File: src/rtl/rr_arbiter_8_pkg.sv
// Shared types and constants for the 8-way round-robin arbiter.
// Also provides a one-hot to index helper used to locate the current owner.
package rr_arbiter_8_pkg;

    localparam int unsigned N_REQ  = 8;
    localparam int unsigned PTR_W  = 3;
    localparam int unsigned HOLD_W = 4;

    typedef enum logic {
        IDLE = 1'b0,
        BUSY = 1'b1
    } state_e;

    function automatic logic [PTR_W-1:0] onehot_to_idx(input logic [N_REQ-1:0] oh);
        logic [PTR_W-1:0] idx;
        idx = '0;
        for (int i = 0; i < N_REQ; i++) begin
            if (oh[i]) idx = PTR_W'(i);
        end
        return idx;
    endfunction

endpackage

File: src/rtl/rr_arbiter_8_pick.sv
// Rotating-priority pick: one-hot of the first set req bit at or after ptr,
// found by rotating req down by ptr, isolating the lowest set bit, rotating back.
module rr_pick8
    import rr_arbiter_8_pkg::*;
(
    input  logic [N_REQ-1:0] req,
    input  logic [PTR_W-1:0] ptr,
    output logic [N_REQ-1:0] pick
);

    logic [2*N_REQ-1:0] dbl_req;
    logic [2*N_REQ-1:0] dbl_pick;
    logic [N_REQ-1:0]   rot_req;
    logic [N_REQ-1:0]   rot_pick;

    // NOTE: every variable gets a value on every path through always_comb; otherwise a latch is inferred.
    always_comb begin
        dbl_req  = {req, req} >> ptr;
        rot_req  = dbl_req[N_REQ-1:0];
        rot_pick = rot_req & (~rot_req + N_REQ'(1));
        dbl_pick = {rot_pick, rot_pick} << ptr;
        pick     = dbl_pick[2*N_REQ-1:N_REQ];
    end

endmodule

File: src/rtl/rr_arbiter_8.sv
// 8-way round-robin arbiter with a bounded hold time and a mandatory idle cycle
// between owners; grant and valid are registered.
module rr_arbiter_8
    import rr_arbiter_8_pkg::*;
#(
    parameter int unsigned MAX_HOLD = 15
) (
    input  logic             clk,
    input  logic             rst,
    input  logic             en,
    input  logic [N_REQ-1:0] req,
    input  logic             done,
    output logic [N_REQ-1:0] grant,
    output logic             valid
);

    localparam logic [HOLD_W-1:0] MAX_HOLD_C = HOLD_W'(MAX_HOLD);

    state_e             state_q, state_d;
    logic [PTR_W-1:0]   ptr_q,   ptr_d;
    logic [N_REQ-1:0]   grant_q, grant_d;
    logic [HOLD_W-1:0]  hold_q,  hold_d;
    logic               valid_q, valid_d;

    logic [N_REQ-1:0]   pick;
    logic [PTR_W-1:0]   owner_idx;
    logic               owner_req;
    logic               release_now;

    rr_pick8 u_pick (
        .req  (req),
        .ptr  (ptr_q),
        .pick (pick)
    );

    assign owner_idx   = onehot_to_idx(grant_q);
    assign owner_req   = req[owner_idx];
    assign release_now = done || !owner_req || (hold_q >= MAX_HOLD_C);

    always_comb begin
        state_d = state_q;
        ptr_d   = ptr_q;
        grant_d = grant_q;
        hold_d  = hold_q;

        unique case (state_q)
            IDLE: begin
                grant_d = '0;
                hold_d  = '0;
                if (en && (|req)) begin
                    state_d = BUSY;
                    grant_d = pick;
                    hold_d  = HOLD_W'(1);
                end
            end
            BUSY: begin
                // Withdrawal by en has priority over done and leaves ptr alone.
                if (!en) begin
                    state_d = IDLE;
                    grant_d = '0;
                    hold_d  = '0;
                end else if (release_now) begin
                    state_d = IDLE;
                    grant_d = '0;
                    hold_d  = '0;
                    ptr_d   = owner_idx + PTR_W'(1);
                end else begin
                    hold_d  = hold_q + HOLD_W'(1);
                end
            end
        endcase

        valid_d = |grant_d;
    end

    // NOTE: sequential state uses non-blocking assignments so every register samples pre-edge values.
    // NOTE: all state here is a handful of flops, so every one of them is reset.
    always_ff @(posedge clk) begin
        if (rst) begin
            state_q <= IDLE;
            ptr_q   <= '0;
            grant_q <= '0;
            hold_q  <= '0;
            valid_q <= 1'b0;
        end else begin
            state_q <= state_d;
            ptr_q   <= ptr_d;
            grant_q <= grant_d;
            hold_q  <= hold_d;
            valid_q <= valid_d;
        end
    end

    assign grant = grant_q;
    assign valid = valid_q;

endmodule
File: config.mk
export PLATFORM = sky130hd
export DESIGN_NAME = rr_arbiter_8
export DESIGN_NICKNAME = d
export VERILOG_FILES = /design/src/rtl/rr_arbiter_8_pkg.sv /design/src/rtl/rr_arbiter_8_pick.sv /design/src/rtl/rr_arbiter_8.sv
export SDC_FILE = /design/constraint.sdc
export NUM_CORES = 1
export LEC_CHECK = 0
export CORE_UTILIZATION = 55
export CTS_BUF_LIST = sky130_fd_sc_hd__clkbuf_16
export DETAILED_ROUTE_END_ITERATION = 10
export PLACE_DENSITY = 0.79
export SYNTH_ARGS = -nofsm -noshare
export SYNTH_HDL_FRONTEND = slang
export SYNTH_SLANG_ARGS = --single-unit
File: constraint.sdc
create_clock -name clk -period 4.5 [get_ports clk]
set_clock_uncertainty 0.05 [all_clocks]
set_input_delay 0.45 -clock clk [delete_from_list [all_inputs] [get_ports clk]]
set_output_delay 0.45 -clock clk [all_outputs]
set_load 0.005 [all_outputs]
==> run_results.csv, run 1 <==
group,metric,value,unit
synthesis,ys_seq_area_share,19.7,%
cells_and_area,final_core_util,68.7,%
floorplan,ios,21,
placed_design,dp_cells,244,
cells_and_area,final_common_cell,"nor2_1",
clock_tree,htreeDepth,1,
synthesis,async_flop_share,0,%
clock_tree,cts_root_buf,"clkbuf_16",
cells_and_area,fillCellCount,240,
timing,hold_viol,0,
synthesis,synth_top_cell_by_area,"dfxtp_1",
clock_tree,numClockSinks,17,
drt,wl,4270,um
setup_path,critPathMaxStageDelay,0.62,ns
timing,worst-slew-pin-transition,1.04,ns
timing,setup_viol_count_final,0,
synthesis,synthFlopType,"dfxtp_1",
synthesis,ys_types,60,
drt,top_layer_used,"met4",
grt,grt_overflow_total,0,
synthesis,syn_avg_cell_area,8.33,um2
clock_tree,postCtsSetupBuffers,0,
clock_tree,cts_buffers,3,
clock_tree,cts.reportedPaths.clkPinSlew,0.05,ns
timing,period_share,64.6,%
synthesis,synth_top_area_share,19.7,%
clock_tree,clock_path_buffers,2,
floorplan,die_area,3360,um2
grt,grt_pass1_vias,1568,
run,maxCapViolations,0,
setup_path,crit_chain,"buf_4 -> mux4_2 -> a221o_1 -> nor2_4 -> nand2_2 -> o41ai_2 -> a211oi_1 -> a41oi_2",
timing,finalMaxSlewViolations,0,
timing,finalWorstSetupSlack,1.59,ns
floorplan,die_h,58.0,um
cells_and_area,most-common-layout-cells,"nor2_1, clkdlybuf4s50_1, dfxtp_1",
synthesis,syn_nets,221,
drt,met2_length,2010,um
grt,antenna_found_initial,0,
clock_tree,cts_resized,0,
placed_design,post_dp_cell_area,1880,um2
power_and_ir_drop,vdd_drop_max,0.216,mV
setup_path,cp.arrival,3.02,ns
setup_path,cp_num_buf_inv,1,
synthesis,synth_edf_count,0,
cells_and_area,antenna_cells,0,
synthesis,synth_cells,207,
cells_and_area,final_cells,248,
timing,whs,0.505,ns
setup_path,start_kind,"flip-flop",
timing,maxSlewHeadroom,30.8,%
setup_path,required,4.61,ns
drt,drt_iter0_drc,71,
placed_design,place_hpwl,3160,um
drt,drc,1,
synthesis,synth_warnings,0,
grt,grt_max_degree,34,
cells_and_area,drive_gt1_share,14.3,%
drt,dr_wl_met3,324,um
grt,grt_pass1_wl,7290,um
placed_design,gp_congestion,0.918,
floorplan,die_x,58.0,um
placed_design,place_ws,1.46,ns
drt,num_vias,1682,
drt,antenna_left,0,
timing,rsz0062_at_grt,"false",
setup_path,cp_slowest_cell,"dfxtp_1",
floorplan,start_util,60.4,%
setup_path,cp-end-kind,"flip-flop",
power_and_ir_drop,p_leak,0.653,nW
drt,vias_per_cell,6.78,
timing,max_freq,0.344,GHz
worst_hold_path,holdCritPathClass,"reg -> reg",
outcome,violations,"DRC",
cells_and_area,postLayoutCellArea,1960,um2
timing,finalWorstPathRequiredPeriod,2.91,ns
synthesis,syn_area,1720,um2
drt,first_pass_iters,7,
cells_and_area,area_growth,13.7,%
placed_design,io_buffers,20,
clock_tree,cts_tree,"yes",
drt,met1Wirelength,1920,um
floorplan,core-area,2850,um2
power_and_ir_drop,p_per_area,217,nW/um2
floorplan,rows,19,
power_and_ir_drop,total_power,425,uW
grt,grt_util_all_layers,27.7,%
synthesis,synthTopCellsByArea,"dfxtp_1, mux4_2, nor2_1",
setup_path,crit_fanout,19,
synthesis,synth-seq-cells,17,
setup_path,crit_family,"compound AO/OA/AOI/OAI gates",
drt,post_drt_wl_per_cell,17.2,um
setup_path,crit_type,"reg -> reg",
clock_tree,cts_hold_buf,0,
cells_and_area,fin_nets,232,
clock_tree,clock_latency,0.25,ns
outcome,outcome,"finished with violations",
timing,tns,0,ns
registers in the layout, indices dropped and copies added (netlist names):
name / flops
ptr_q: 3
valid: 1
state_q: 1
hold_q: 4
grant: 8
cell families (layout without fill, tap and decap cells):
family | count (synthesis) | after routing | share of synthesized area, %
AO/OA/AOI/OAI | 62 | 62 | 28.9
buffers and inverters | 25 | 35 | 7.55
AND/OR/NAND/NOR | 74 | 74 | 22.6
multiplexers | 24 | 24 | 18.2
flip-flops | 17 | 17 | 19.7
XOR/XNOR | 3 | 3 | 1.52
adder cells (fa/ha/maj) | 2 | 2 | 1.45
cell usage after synthesis, drive strengths merged, types with 2 or more instances:
master / n
nor2: 31
dfxtp: 17
buf: 13
nand2: 11
mux2i: 10
a21oi: 9
inv: 9
mux2: 9
o211ai: 9
o21ai: 7
nand2b: 6
a211oi: 5
a221oi: 5
a22oi: 5
mux4: 5
nor2b: 5
and2: 4
nand3: 4
a31oi: 3
clkbuf: 3
a21boi: 2
a31o: 2
and3b: 2
ha: 2
nor3: 2
nor3b: 2
nor4: 2
xnor2: 2
where the power goes:
group,total [mW],internal [mW],switching [mW]
Clock,0.177,0.118,0.0588
Sequential,0.159,0.154,0.00420
Combinational,0.0898,0.0408,0.0490
Total,0.425,0.313,0.112
final timing paths:
check / startpoint / end / slack (ns) / depth (start not counted)
worst max-delay path: ptr_q[1] / valid / 1.59 / 8
worst min-delay path: grant[0] / grant[0] / 0.50 / 2
worst max register to register: ptr_q[1] / valid / 1.59 / 8
worst min register to register: grant[0] / grant[0] / 0.50 / 2
worst min-delay path: stages, from the launching register on:
cell and delay [ns]:
dfxtp_1 0.32, a221oi_1 0.11, nor2_1 0.09
per-layer routing:
metal | vias to the layer above | GRT usage, %
met3 | 4 | 5.80
met2 | 76 | 42.9
li1 | 807 | -
met5 | - | 0
met4 | 0 | 5.44
met1 | 795 | 39.9
layout make-up:
type	instances	area [um2]	share of cell area, %
well taps	31	38.8	1.98
inverters	9	33.8	1.72
flip-flops and latches	17	340	17.4
repair buffers	22	215	11.0
multi-input cells	165	1250	63.9
clock buffers	3	75.1	3.83
clock inverters	1	3.75	0.191
Note: power is estimated with default switching activity, not from simulation.
==> run 2, diff against run 1 <==
--- a/config.mk
+++ b/config.mk
@@ -5,10 +5,10 @@
 export SDC_FILE = /design/constraint.sdc
 export NUM_CORES = 1
 export LEC_CHECK = 0
-export CORE_UTILIZATION = 55
+export CORE_UTILIZATION = 51
 export CTS_BUF_LIST = sky130_fd_sc_hd__clkbuf_16
 export DETAILED_ROUTE_END_ITERATION = 10
-export PLACE_DENSITY = 0.79
+export PLACE_DENSITY = 0.77
 export SYNTH_ARGS = -nofsm -noshare
 export SYNTH_HDL_FRONTEND = slang
 export SYNTH_SLANG_ARGS = --single-unit
==> constraint.sdc (replaced) <==
create_clock -name clk -period 2.45 [get_ports clk]
set_clock_uncertainty 0.05 [all_clocks]
set_input_delay 0.245 -clock clk [delete_from_list [all_inputs] [get_ports clk]]
set_output_delay 0.245 -clock clk [all_outputs]
set_load 0.005 [all_outputs]
==> run 2 against run 1 <==
Effect of this change: the flow now finishes without violations; cell count increased by 19%; clock power is 83% higher; design area increased by 16%; worst setup slack got worse by 1.5 ns; sequential power up 84%; wire length grew 18%; worst hold slack lost 0.0057 ns; via count up 8.9%; critical endpoint unchanged.
==> run_results.csv, run 2 (synthesis results as in run 1) <==
group,metric,value,unit
setup_path,reg2reg_slack,0.09,ns
placed_design,gp_congestion,0.960,
cells_and_area,antenna_cells,0,
power_and_ir_drop,p_switching,219,uW
cells_and_area,final_common_cell,"buf_4",
setup_path,r2r_end,"valid",
cells_and_area,most-common-layout-cells,"buf_4, nor2_1, clkdlybuf4s50_1",
clock_tree,cts_hold_buf,0,
drt,drt_iter0_drc,197,
placed_design,place_ws,-0.145,ns
power_and_ir_drop,clockPowerShare,39.5,%
timing,max_freq,0.423,GHz
timing,worst-slew-pin-transition,0.599,ns
power_and_ir_drop,switching_share,26.6,%
setup_path,required,2.56,ns
drt,drc,0,
clock_tree,cts_tree,"yes",
timing,finalWorstSetupSlack,0.0854,ns
clock_tree,clock_latency,0.25,ns
drt,wl,5040,um
floorplan,die_area,3620,um2
timing,finalWorstPathRequiredPeriod,2.36,ns
floorplan,start_util,55.1,%
floorplan,rows,20,
floorplan,die_h,60.1,um
floorplan,ios,21,
timing,setup_viol_count_final,0,
power_and_ir_drop,p_int,603,uW
clock_tree,clock_path_buffers,2,
outcome,outcome,"complete, no violations",
clock_tree,htreeDepth,1,
power_and_ir_drop,vdd_drop_max,0.517,mV
clock_tree,cts_buffers,3,
setup_path,crit_fanout,8,
setup_path,start_kind,"flip-flop",
timing,finalMaxSlewViolations,0,
worst_hold_path,min_from,"grant[0]",
clock_tree,cts.reportedPaths.clkPinSlew,0.05,ns
placed_design,io_buffers,20,
power_and_ir_drop,p_per_area,361,nW/um2
grt,grt_overflow_total,0,
placed_design,place_hpwl,3740,um
placed_design,dp_cells,290,
grt,grt_util_all_layers,30.4,%
setup_path,crit_type,"reg -> reg",
power_and_ir_drop,seqPwrFrac,35.5,%
setup_path,cp-end-kind,"flip-flop",
worst_hold_path,hold_end,"grant[0]",
setup_path,cp.arrival,2.48,ns
timing,hold_viol,0,
run,maxCapViolations,0,
setup_path,reg2reg_depth,7,
floorplan,core-area,3130,um2
power_and_ir_drop,pwr-share-comb,25.0,%
drt,first_pass_iters,4,
timing,whs,0.499,ns
cells_and_area,fin_nets,266,
cells_and_area,final_cells,295,
drt,vias_per_cell,6.21,
clock_tree,cts_root_buf,"clkbuf_16",
power_and_ir_drop,total_power,822,uW
grt,grt_pass1_vias,1716,
cells_and_area,fillCellCount,231,
cells_and_area,drive_gt1_share,29.1,%
power_and_ir_drop,p_leak,0.847,nW
cells_and_area,area_growth,31.9,%
grt,grt_max_degree,18,
worst_hold_path,holdCritPathClass,"reg -> reg",
floorplan,die_x,60.1,um
drt,antenna_left,0,
worst_hold_path,hold_depth,2,
grt,antenna_found_initial,0,
grt,grt_pass1_wl,8220,um
timing,maxSlewHeadroom,59.9,%
drt,post_drt_wl_per_cell,17.1,um
timing,period_share,96.5,%
setup_path,timing.rr.start,"ptr_q[1]",
clock_tree,numClockSinks,17,
cells_and_area,largest_reg_flops,8,
drt,num_vias,1831,
-- run 2: cell count changes in the layout (fill, tap and decap cells not counted), sizes merged --
| cell | before | now |
|---|---|---|
| clkdlybuf4s50 | 20 | 18 |
| dlymetal6s2s | 0 | 2 |
| buf | 2 | 36 |
-- run 2: layout make-up --
type / count / area, um2 / area share, %
sequential: 17 / 342 / 15.0
tap: 44 / 55.1 / 2.42
inverter: 9 / 33.8 / 1.49
multi-input combinational: 165 / 1290 / 56.7
clock buffer: 3 / 75.1 / 3.30
timing repair buffer: 56 / 475 / 20.9
clock inverter: 1 / 3.75 / 0.165
-- run 2: worst max path at each step --
stage / endpoint / slack [ns] / cells after the start / start
after floorplan: valid / 0.21 / 8 / ptr_q[1]
after global placement: valid / -0.08 / 8 / req[7]
after detailed placement: valid / -0.15 / 8 / req[0]
after CTS: valid / 0.03 / 9 / ptr_q[1]
after global routing: valid / -0.004 / 9 / ptr_q[1]
final: valid / 0.09 / 7 / ptr_q[1]
-- run 2: layer usage --
metal  vias up  routed length (um)  GRT usage [%]
met2        75                2420           49.5
met3         6                 393           4.76
met4         0                  26           2.33
met1       879                2200           43.5
met5         -                   0              0
li1        871                   -              -
-- run 2: what timing repair did --
action                     CTS  global route
pin swaps                    0             2
gates cloned                 0             0
buffers inserted             0             1
setup endpoints to repair    1             2
gates resized for setup      2             8
-- run 2: critical path, stage by stage, from the launching register on --
cell	delay, ns
dfxtp_2	0.44
mux4_2	0.59
a221o_1	0.33
nor2_4	0.15
nand2_2	0.09
o41ai_2	0.37
a211oi_2	0.10
a41oi_2	0.14
-- run 2: stage by stage --
step | cell area [um2] | util (%) | setup TNS, ns
floorplan | 1720 | - | 0
global placement | 2150 | 68.6 | -0.134
detailed placement | 2150 | 68.6 | -0.405
CTS | 2230 | 71.2 | 0
global route | 2270 | 72.7 | -0.00398
finish | 2270 | 72.7 | 0
-- run 2: power by group through the flow --
stage / Combinational [mW] / Clock [mW] / Sequential, mW
after floorplan: 0.116 / 0 / 0.294
after detailed placement: 0.195 / 0 / 0.297
after global placement: 0.191 / 0 / 0.296
after CTS: 0.197 / 0.326 / 0.291
final: 0.206 / 0.324 / 0.292
after global routing: 0.221 / 0.337 / 0.292
==> run 3, diff against run 2 <==
--- a/config.mk
+++ b/config.mk
@@ -5,10 +5,13 @@
 export SDC_FILE = /design/constraint.sdc
 export NUM_CORES = 1
 export LEC_CHECK = 0
-export CORE_UTILIZATION = 51
+export ABC_AREA = 1
+export CORE_UTILIZATION = 50
 export CTS_BUF_LIST = sky130_fd_sc_hd__clkbuf_16
 export DETAILED_ROUTE_END_ITERATION = 10
-export PLACE_DENSITY = 0.77
+export GPL_TIMING_DRIVEN = 0
+export PLACE_DENSITY = 0.76
+export SKIP_CTS_REPAIR_TIMING = 1
 export SYNTH_ARGS = -nofsm -noshare
 export SYNTH_HDL_FRONTEND = slang
 export SYNTH_SLANG_ARGS = --single-unit
==> run 3 against run 2 <==
Effect of this change: worst hold slack lost 0.061 ns; fmax is 8.5% higher; combinational power grew 99%; design area is 12% lower; critical path type unchanged; non-clock buffer count decreased by 26; sequential share of layout area is 2.0 points higher; die area fell by 3.9%; sequential cell count unchanged.
==> run_results.csv, run 3 <==
group,metric,value,unit
synthesis,synth_top_area_share,21.0,%
timing,setup_viol_count_final,0,
placed_design,place_hpwl,3320,um
grt,grt_util_all_layers,26.1,%
timing,worst-slew-pin-transition,0.599,ns
timing,hold_viol,0,
worst_hold_path,holdCritPathClass,"reg -> reg",
cells_and_area,final_common_cell,"nand2_1",
placed_design,io_buffers,20,
power_and_ir_drop,p_leak,0.964,nW
placed_design,place_ws,-0.0244,ns
timing,finalMaxSlewViolations,0,
clock_tree,clock_path_buffers,2,
floorplan,die_area,3480,um2
setup_path,cp.arrival,2.31,ns
synthesis,synth_cells,277,
clock_tree,cts_tree,"yes",
floorplan,die_h,59.0,um
floorplan,die_x,59.0,um
drt,drt_iter0_drc,120,
power_and_ir_drop,p_per_area,517,nW/um2
cells_and_area,area_growth,23.2,%
synthesis,syn_avg_cell_area,5.86,um2
clock_tree,clock_latency,0.24,ns
timing,max_freq,0.459,GHz
clock_tree,cts.reportedPaths.clkPinSlew,0.05,ns
timing,rsz0062_at_grt,"false",
synthesis,synth_edf_count,0,
setup_path,crit_fanout,7,
synthesis,async_flop_share,0,%
cells_and_area,fillCellCount,298,
drt,post_drt_wl_per_cell,12.1,um
clock_tree,cts_root_buf,"clkbuf_16",
cells_and_area,most-common-layout-cells,"nand2_1, nand3_1, nor2_1",
timing,period_share,88.9,%
cells_and_area,final_core_util,65.0,%
floorplan,start_util,52.7,%
drt,num_vias,1922,
synthesis,synth-seq-cells,17,
power_and_ir_drop,vdd_drop_max,0.560,mV
cells_and_area,antenna_cells,0,
grt,grt_pass1_vias,1604,
grt,grt_pass1_wl,7120,um
synthesis,ys_types,34,
clock_tree,htreeDepth,1,
cells_and_area,largest_reg_flops,8,
synthesis,synth_warnings,0,
drt,first_pass_iters,4,
drt,vias_per_cell,5.57,
timing,finalWorstSetupSlack,0.271,ns
clock_tree,cts_buffers,3,
outcome,outcome,"complete, no violations",
cells_and_area,fin_nets,316,
synthesis,synthTopCellsByArea,"nand2_1, dfxtp_1, nand3_1",
clock_tree,numClockSinks,17,
synthesis,synth_top_cell_by_area,"nand2_1",
synthesis,synthFlopType,"dfxtp_1",
run,maxCapViolations,0,
cells_and_area,drive_gt1_share,12.3,%
timing,finalWorstPathRequiredPeriod,2.18,ns
timing,maxSlewHeadroom,59.8,%
floorplan,rows,20,
synthesis,yosysMostFrequentCell,"nand2_1",
setup_path,crit_type,"reg -> reg",
drt,antenna_left,0,
setup_path,start_kind,"flip-flop",
synthesis,syn_nets,291,
setup_path,required,2.58,ns
synthesis,ys_seq_area_share,21.0,%
drt,drc,0,
synthesis,syn_area,1620,um2
setup_path,cp-end-kind,"flip-flop",
grt,grt_overflow_total,0,
synthesis,synth_common_cells,"nand2_1, nand3_1, nor2_1",
drt,wl,4160,um
grt,grt_max_degree,11,
floorplan,ios,21,
grt,antenna_found_initial,0,
floorplan,core-area,3080,um2
placed_design,gp_congestion,0.897,
run 3: changes by cell type after synthesis, moves of 7 or more:
| cell | change |
|---|---|
| mux2i_1 | -10 |
| nand4_1 | +9 |
| nand3_1 | +56 |
| a21oi_1 | +7 |
| nand2_1 | +81 |
| nor2_1 | -9 |
run 3: final timing paths:
| check | end | slack, ns | cells after the start | start |
|---|---|---|---|---|
| setup / recovery | valid | 0.27 | 11 | grant[5] |
| hold / removal | hold_q[0] | 0.44 | 1 | hold_q[0] |
| setup reg to reg | valid | 0.27 | 11 | grant[5] |
| hold reg to reg | hold_q[0] | 0.44 | 1 | hold_q[0] |
run 3: layer usage:
layer	global-route usage (%)	part of all wire, %	up-vias
met3	4.15	3.2	6
met2	42.4	48	42
met5	0	0	-
li1	-	-	989
met4	4.42	0.86	0
met1	37.0	48	885
run 3: cell families (layout without fill, tap and decap cells):
group                      after synthesis  count (layout)  share of synthesized area (%)
AOI/OAI and AO/OA                       28              28                           10.3
and+or+nand+nor                        202             202                           58.1
buffers and inverters                   26              50                           8.10
adders and majority gates                2               2                           1.54
DFF                                     17              17                           21.0
xor gates and xnor gates                 2               2                           1.08
run 3: report_power, final:
group	switching [mW]	internal, mW	leakage [nW]
combinational	0.257	0.153	0.783
clock	0.104	0.216	0.0423
sequential	0.0104	0.294	0.138
total	0.371	0.663	0.964
run 3: area by class of cell:
type,count,area [um2],area share (%)
plain buffers,10,78.8,3.94
clock buffers,3,75.1,3.75
repair buffers,20,210,10.5
inverters,16,62.6,3.13
flip-flops and latches,17,340,17.0
clock inverters,1,3.75,0.188
multi-input cells,234,1170,58.7
well taps,44,55.1,2.75
run 3: critical path, cell delays in order (launching register included):
cell	delay, ns
dfxtp_1	0.33
or2_1	0.27
nor3_1	0.48
nand3b_2	0.31
nand2_1	0.09
nor2_1	0.19
nand2_1	0.10
nand2_1	0.08
nor2_1	0.04
nand2_1	0.07
nor2_2	0.04
nor2_1	0.06
run 3: per-stage QoR:
stage / instance area [um2] / TNS (ns) / std cells / hold WS [ns] / total power [mW]
6_report: 2000 / 0 / 345 / 0.438 / 1.03
5_1_grt: 2000 / 0 / 345 / 0.445 / 1.11
4_1_cts: 1960 / 0 / 345 / 0.436 / 1.02
3_5_place_dp: 1880 / -0.0244 / 341 / 0.429 / 0.703
3_3_place_gp: 1880 / -0.00447 / 341 / 0.423 / 0.699
2_1_floorplan: 1620 / 0 / 277 / 0.273 / 0.596
==> patch 1 (settings of run 1) <==
The parameter `MAX_HOLD` goes from 15 to 11.
--- a/src/rtl/rr_arbiter_8.sv
+++ b/src/rtl/rr_arbiter_8.sv
@@ -5,3 +5,3 @@
 #(
-    parameter int unsigned MAX_HOLD = 15
+    parameter int unsigned MAX_HOLD = 11
 ) (
Formal check against the unedited RTL: same outputs for any inputs over 10 cycles, from zero or initial values and one cycle with rst high; that may be too few to reach the edited logic, so the function may still have changed.
==> patch 1 against run 1 <==
Wire length up 2.7%. Area after synthesis fell by 5.4%. Synthesized cell count fell by 2.4%. Final area down 3.1%. Sequential cell count did not move. Worst setup slack worse by 0.48 ns. Total power shrank 2.0%. Via count down 2.4%. Largest cell class unchanged.
==> patch 1: results (changes against run 1) <==
| Metric | Value |
|---|---|
| Nets | `229 (-1.3%)` |
| Place WS | `1.11 ns (-0.349 ns)` |
| Synth cell count leaders | `28 x nor2_1, 17 x dfxtp_1, 13 x nand2_1` |
| Mapped Cells | `202 (-2.4%)` |
| CTS Buf Count | `3 (unchanged)` |
| Final Non-Filler Cells | `245 (-1.2%)` |
| Number of synthesized flops with an enable pin | `0 (unchanged)` |
| Synth warn | `0 (unchanged)` |
| Antenna Cells | `0 (unchanged)` |
| IO Port Bufs | `20 (unchanged)` |
| Via count | `1642 (-2.4%)` |
| Slew @ Worst Pin | `0.840 ns (-0.198 ns)` |
| Max reg flops | `8 (unchanged)` |
| WP data arrival | `3.44 ns (+0.42 ns)` |
| Lkg Pwr | `0.629 nW (-3.8%)` |
| Post-CTS Setup Inserts | `0 (unchanged)` |
| Synth cell types | `54 (-10%)` |
| Vias in the first global route | `1493 (-4.8%)` |
| Drt pass-1 iters | `4 (-3)` |
| GP Congestion | `0.908 (-1.1%)` |
| Share of cells above drive strength 1 | `10.3% (-4.0 points)` |
| Clock-pin slew on the worst setup and hold paths | `0.05 ns (about the same)` |
| Pint | `0.312 mW (-0.56%)` |
| Gr usage total | `29.1% (+1.5 points)` |
| Peak VDD IR | `0.000430 V (+100%)` |
| Register area share after synthesis | `20.9% (+1.1 points)` |
| Skew-Pair Late Insertion Delay | `0.25 ns (about the same)` |
| CTS root buf | `clkbuf_16` |
| Worst hold path type | `flop to flop` |
| Post-DP Area | `1820 um^2 (-3.2%)` |
| Async set or reset register ratio after synthesis | `0% (unchanged)` |
| Post-synthesis net count | `216 (-2.3%)` |
| Placed Instances | `241 (-1.2%)` |
| H-Tree Depth | `1 (unchanged)` |
| Drt total wl | `4390 um (+2.7%)` |
| Dpl hpwl | `3240 um (+2.6%)` |
| Largest net degree at the start of global routing | `24 (-29%)` |
| Antenna violations before repair | `0 (unchanged)` |
| Longest Clk Path Bufs | `2 (unchanged)` |
| Top area cells in the synthesized netlist | `dfxtp_1 21%, mux4_2 6.9%, mux2i_1 6.8%, nor2_1 6.4%, o211ai_1 3.2%` |
| Outcome | `finished, final reports clean` |
| Filler Cell Count | `241 (+0.42%)` |
| CP max FO | `23 (+4)` |
| Drt initial violations | `86 (+21%)` |
| Cts repair resizes | `0 (unchanged)` |
| First-pass GRT wire length | `7270 um (-0.38%)` |
==> patch 1: cell types whose count changed in the layout (fill, tap and decap cells not counted), sizes merged, moves of 3 or more <==
cell	change
nor3b	+3
o311ai	+3
inv	-3
a211oi	-3
or2	+4
nor2	-3
a221oi	-5
mux2	-5
==> patch 1: path summary, 6_finish.rpt <==
kind	depth (start not counted)	startpoint	slack, ns	to
worst max-delay path	9	ptr_q[1]$_SDFFE_PP0P_	1.11	valid$_SDFF_PP0_
worst min-delay path	2	hold_q[2]$_SDFF_PP0_	0.53	hold_q[2]$_SDFF_PP0_
worst max register to register	9	ptr_q[1]$_SDFFE_PP0P_	1.11	valid$_SDFF_PP0_
worst min register to register	2	hold_q[2]$_SDFF_PP0_	0.53	hold_q[2]$_SDFF_PP0_
==> patch 1: per-layer routing <==
layer	GRT usage (%)	vias to the layer above	routed length (um)
met2	43.5	61	2030
met5	0	-	0
met3	6.22	10	321
li1	-	788	-
met4	8.36	0	93
met1	42.1	783	1950
==> patch 1: final cells by class <==
type | count | area, um^2 | area share [%]
tap | 31 | 38.8 | 2.04
multi-input combinational | 163 | 1190 | 62.8
clock inverter | 1 | 3.75 | 0.197
clock buffer | 3 | 75.1 | 3.95
inverter | 7 | 26.3 | 1.38
timing repair buffer | 23 | 223 | 11.7
sequential | 17 | 340 | 17.9
==> patch 1: logic make-up after synthesis <==
kind of cell	share of synthesized area, %
buffers and inverters	5.91
multiplexers	18.0
adder cells (fa/ha/maj)	1.53
AND/OR/NAND/NOR	26.4
XOR/XNOR	1.61
AO/OA/AOI/OAI	25.6
flip-flops	20.9
==> patch 1: power by group through the flow <==
stage / clock [mW] / sequential [mW] / combinational [mW]
finish: 0.175 / 0.158 / 0.0834
global route: 0.184 / 0.159 / 0.0904
CTS: 0.176 / 0.158 / 0.0821
detailed placement: 0 / 0.161 / 0.0817
global placement: 0 / 0.161 / 0.0799
floorplan: 0 / 0.160 / 0.0548
==> patch 1: worst max-delay path: stages, from the launching register on <==
cell and delay (ns):
dfxtp_1 0.86, buf_4 0.35, mux2i_1 0.10, mux2_2 0.28
a32oi_2 0.37, a2111oi_2 0.09, o41a_1 0.39, a32o_1 0.27
nor4_1 0.32, a41oi_2 0.15
==> patch 2 (config.mk and constraints of run 1) <==
Without the edit above. Take the reset off `hold_q` and load it in a clocked block of its own.
--- a/src/rtl/rr_arbiter_8.sv
+++ b/src/rtl/rr_arbiter_8.sv
@@ -82,3 +82,2 @@
             grant_q <= '0;
-            hold_q  <= '0;
             valid_q <= 1'b0;
@@ -88,5 +87,8 @@
             grant_q <= grant_d;
-            hold_q  <= hold_d;
             valid_q <= valid_d;
         end
+    end
+
+    always_ff @(posedge clk) begin
+        hold_q <= hold_d;
     end
Formal check against the unedited RTL: same outputs for any inputs over 10 cycles, from zero or initial values and one cycle with rst high; that may be too few to reach the edited logic, so the function may still have changed.
==> patch 2 against run 1 <==
Worst hold slack lost 0.051 ns. Worst setup slack got worse by 0.33 ns. Synthesized cell count is 4.3% lower. Area after synthesis rose by 3.9%. Die area grew 3.8%. Cell count unchanged. Sequential cell count stayed put. Non-clock buffer count up 1. Final area rose by 4.1%. Wire length grew 4.6%. Maximum frequency fell by 10%. Register-to-register slack got worse by 0.23 ns. Total power increased by 7.7%.
==> patch 2: results (changes against run 1) <==
| Metric | Value |
|---|---|
| Met3 WL | `224 um (-31%)` |
| Synth Area in Adders | `1.40% (-0.055 points)` |
| Top area cells in the synthesized netlist | `dfxtp_1 19%, mux4_2 13%, mux2i_1 10%, mux2_2 6.3%, a22oi_1 4.2%` |
| GP Congestion | `0.946 (+3.0%)` |
| Place WS | `1.03 ns (-0.427 ns)` |
| Ys flop type | `dfxtp_1` |
| Post-synthesis xor/xnor area fraction | `1.47% (-0.057 points)` |
| Mux cell area share after synthesis | `32.7% (+14 points)` |
| Dpl hpwl | `3230 um (+2.1%)` |
| Via count | `1647 (-2.1%)` |
| Synth warn | `0 (unchanged)` |
| Drt initial violations | `93 (+31%)` |
| Flop-to-flop setup slack | `1.36 ns (-0.23 ns)` |
| First-pass GRT wire length | `7520 um (+3.1%)` |
| Register area share after synthesis | `19.0% (-0.74 points)` |
| CTS root buf | `clkbuf_16` |
| Vias in the first global route | `1593 (+1.6%)` |
| Synth cell count leaders | `18 x mux2i_1, 18 x nor2_1, 17 x dfxtp_1` |
| Skew-Pair Late Insertion Delay | `0.25 ns (about the same)` |
| Outcome | `finished, final reports clean` |
| Share of cells above drive strength 1 | `15.7% (+1.4 points)` |
| Min setup slack post-route | `1.26 ns (-0.330 ns)` |
| Post-synthesis compound-gate area fraction | `18.9% (-10 points)` |
| R2R cell count | `9 (+1)` |
| Synth cell types | `50 (-17%)` |
| Cts repair resizes | `0 (unchanged)` |
| Worst slew margin relative to its limit | `36.5% (+5.7 points)` |
| Lkg Pwr | `0.705 nW (+7.9%)` |
| Max reg flops | `8 (unchanged)` |
| Worst R2R Start | `ptr_q[0]$_SDFFE_PP0P_` |
| Metal-1 WL | `1830 um (-4.5%)` |
| Met2 wire len | `2260 um (+13%)` |
| Nets | `219 (-5.6%)` |
| Gr usage total | `28.7% (+1.1 points)` |
| Routed len/inst | `18.0 um (+4.6%)` |
| Async set or reset register ratio after synthesis | `0% (unchanged)` |
| Post-synthesis net count | `212 (-4.1%)` |
| CP max FO | `11 (-8)` |
| Residual DRC count | `0 (-1)` |
| WP data arrival | `3.35 ns (+0.33 ns)` |
| Clock-pin slew on the worst setup and hold paths | `0.05 ns (about the same)` |
| Peak VDD IR | `0.000203 V (-6.0%)` |
| CP Launch Point | `req[3]` |
| Drt pass-1 iters | `4 (-3)` |
| Slowest stage delay, CP | `0.65 ns (+0.03 ns)` |
| Largest net degree at the start of global routing | `31 (-8.8%)` |
| Filler Cell Count | `258 (+7.5%)` |
| Slowest CP cell | `mux4_1` |
## patch 2: cell count changes in the layout (fill, tap and decap cells not counted), moves of 5 or more
cell | before | now
inv_1 | 10 | 5
mux4_2 | 5 | 10
o211ai_1 | 8 | 0
nor2_1 | 30 | 18
mux2i_1 | 10 | 18
a22oi_1 | 5 | 10
## patch 2: how the worst min path moves through the flow
stage	from	end	slack, ns
after floorplan	hold_q[0]$_DFF_P_	hold_q[0]$_DFF_P_	0.41
after global placement	hold_q[0]$_DFF_P_	hold_q[0]$_DFF_P_	0.43
after detailed placement	hold_q[0]$_DFF_P_	hold_q[0]$_DFF_P_	0.45
after CTS	hold_q[0]$_DFF_P_	hold_q[0]$_DFF_P_	0.46
after global routing	hold_q[0]$_DFF_P_	hold_q[0]$_DFF_P_	0.50
final	hold_q[0]$_DFF_P_	hold_q[0]$_DFF_P_	0.45
## patch 2: stage by stage
step | hold slack [ns] | instances | utilization, % | cell area (um^2)
2_1_floorplan | 0.412 | 198 | - | 1790
3_3_place_gp | 0.433 | 244 | 63.7 | 1960
3_5_place_dp | 0.450 | 244 | 63.7 | 1960
4_1_cts | 0.462 | 248 | 66.3 | 2040
5_1_grt | 0.498 | 248 | 66.3 | 2040
6_report | 0.454 | 248 | 66.3 | 2040
## patch 2: cells by family after synthesis
family                   count (synthesis)
AND/OR/NAND/NOR                         63
AO/OA/AOI/OAI                           46
multiplexers                            41
buffers and inverters                   26
flip-flops                              17
XOR/XNOR                                 3
adder cells (fa/ha/maj)                  2
## patch 2: layout make-up
class | instances | area share (%)
flip-flops and latches | 17 | 16.7
inverters | 5 | 0.920
well taps | 44 | 2.70
clock buffers | 3 | 3.68
multi-input cells | 155 | 64.9
repair buffers | 23 | 10.9
clock inverters | 1 | 0.245
## patch 2: power breakdown
part           internal, mW  total [mW]  switching, mW
clock                 0.119       0.182         0.0625
sequential            0.155       0.158        0.00359
combinational        0.0568       0.118         0.0612
## patch 2: metal layers
layer / vias up / GRT usage (%)
li1: 765 / -
met1: 804 / 37.2
met2: 59 / 47.7
met3: 19 / 3.06
met4: 0 / 13.9
met5: - / 0
## patch 2: critical path, delay by kind of cell
kind            cells  cell delay (ns)
compound gates      4             0.82
buf+inv             1             0.61
mux                 4             1.48
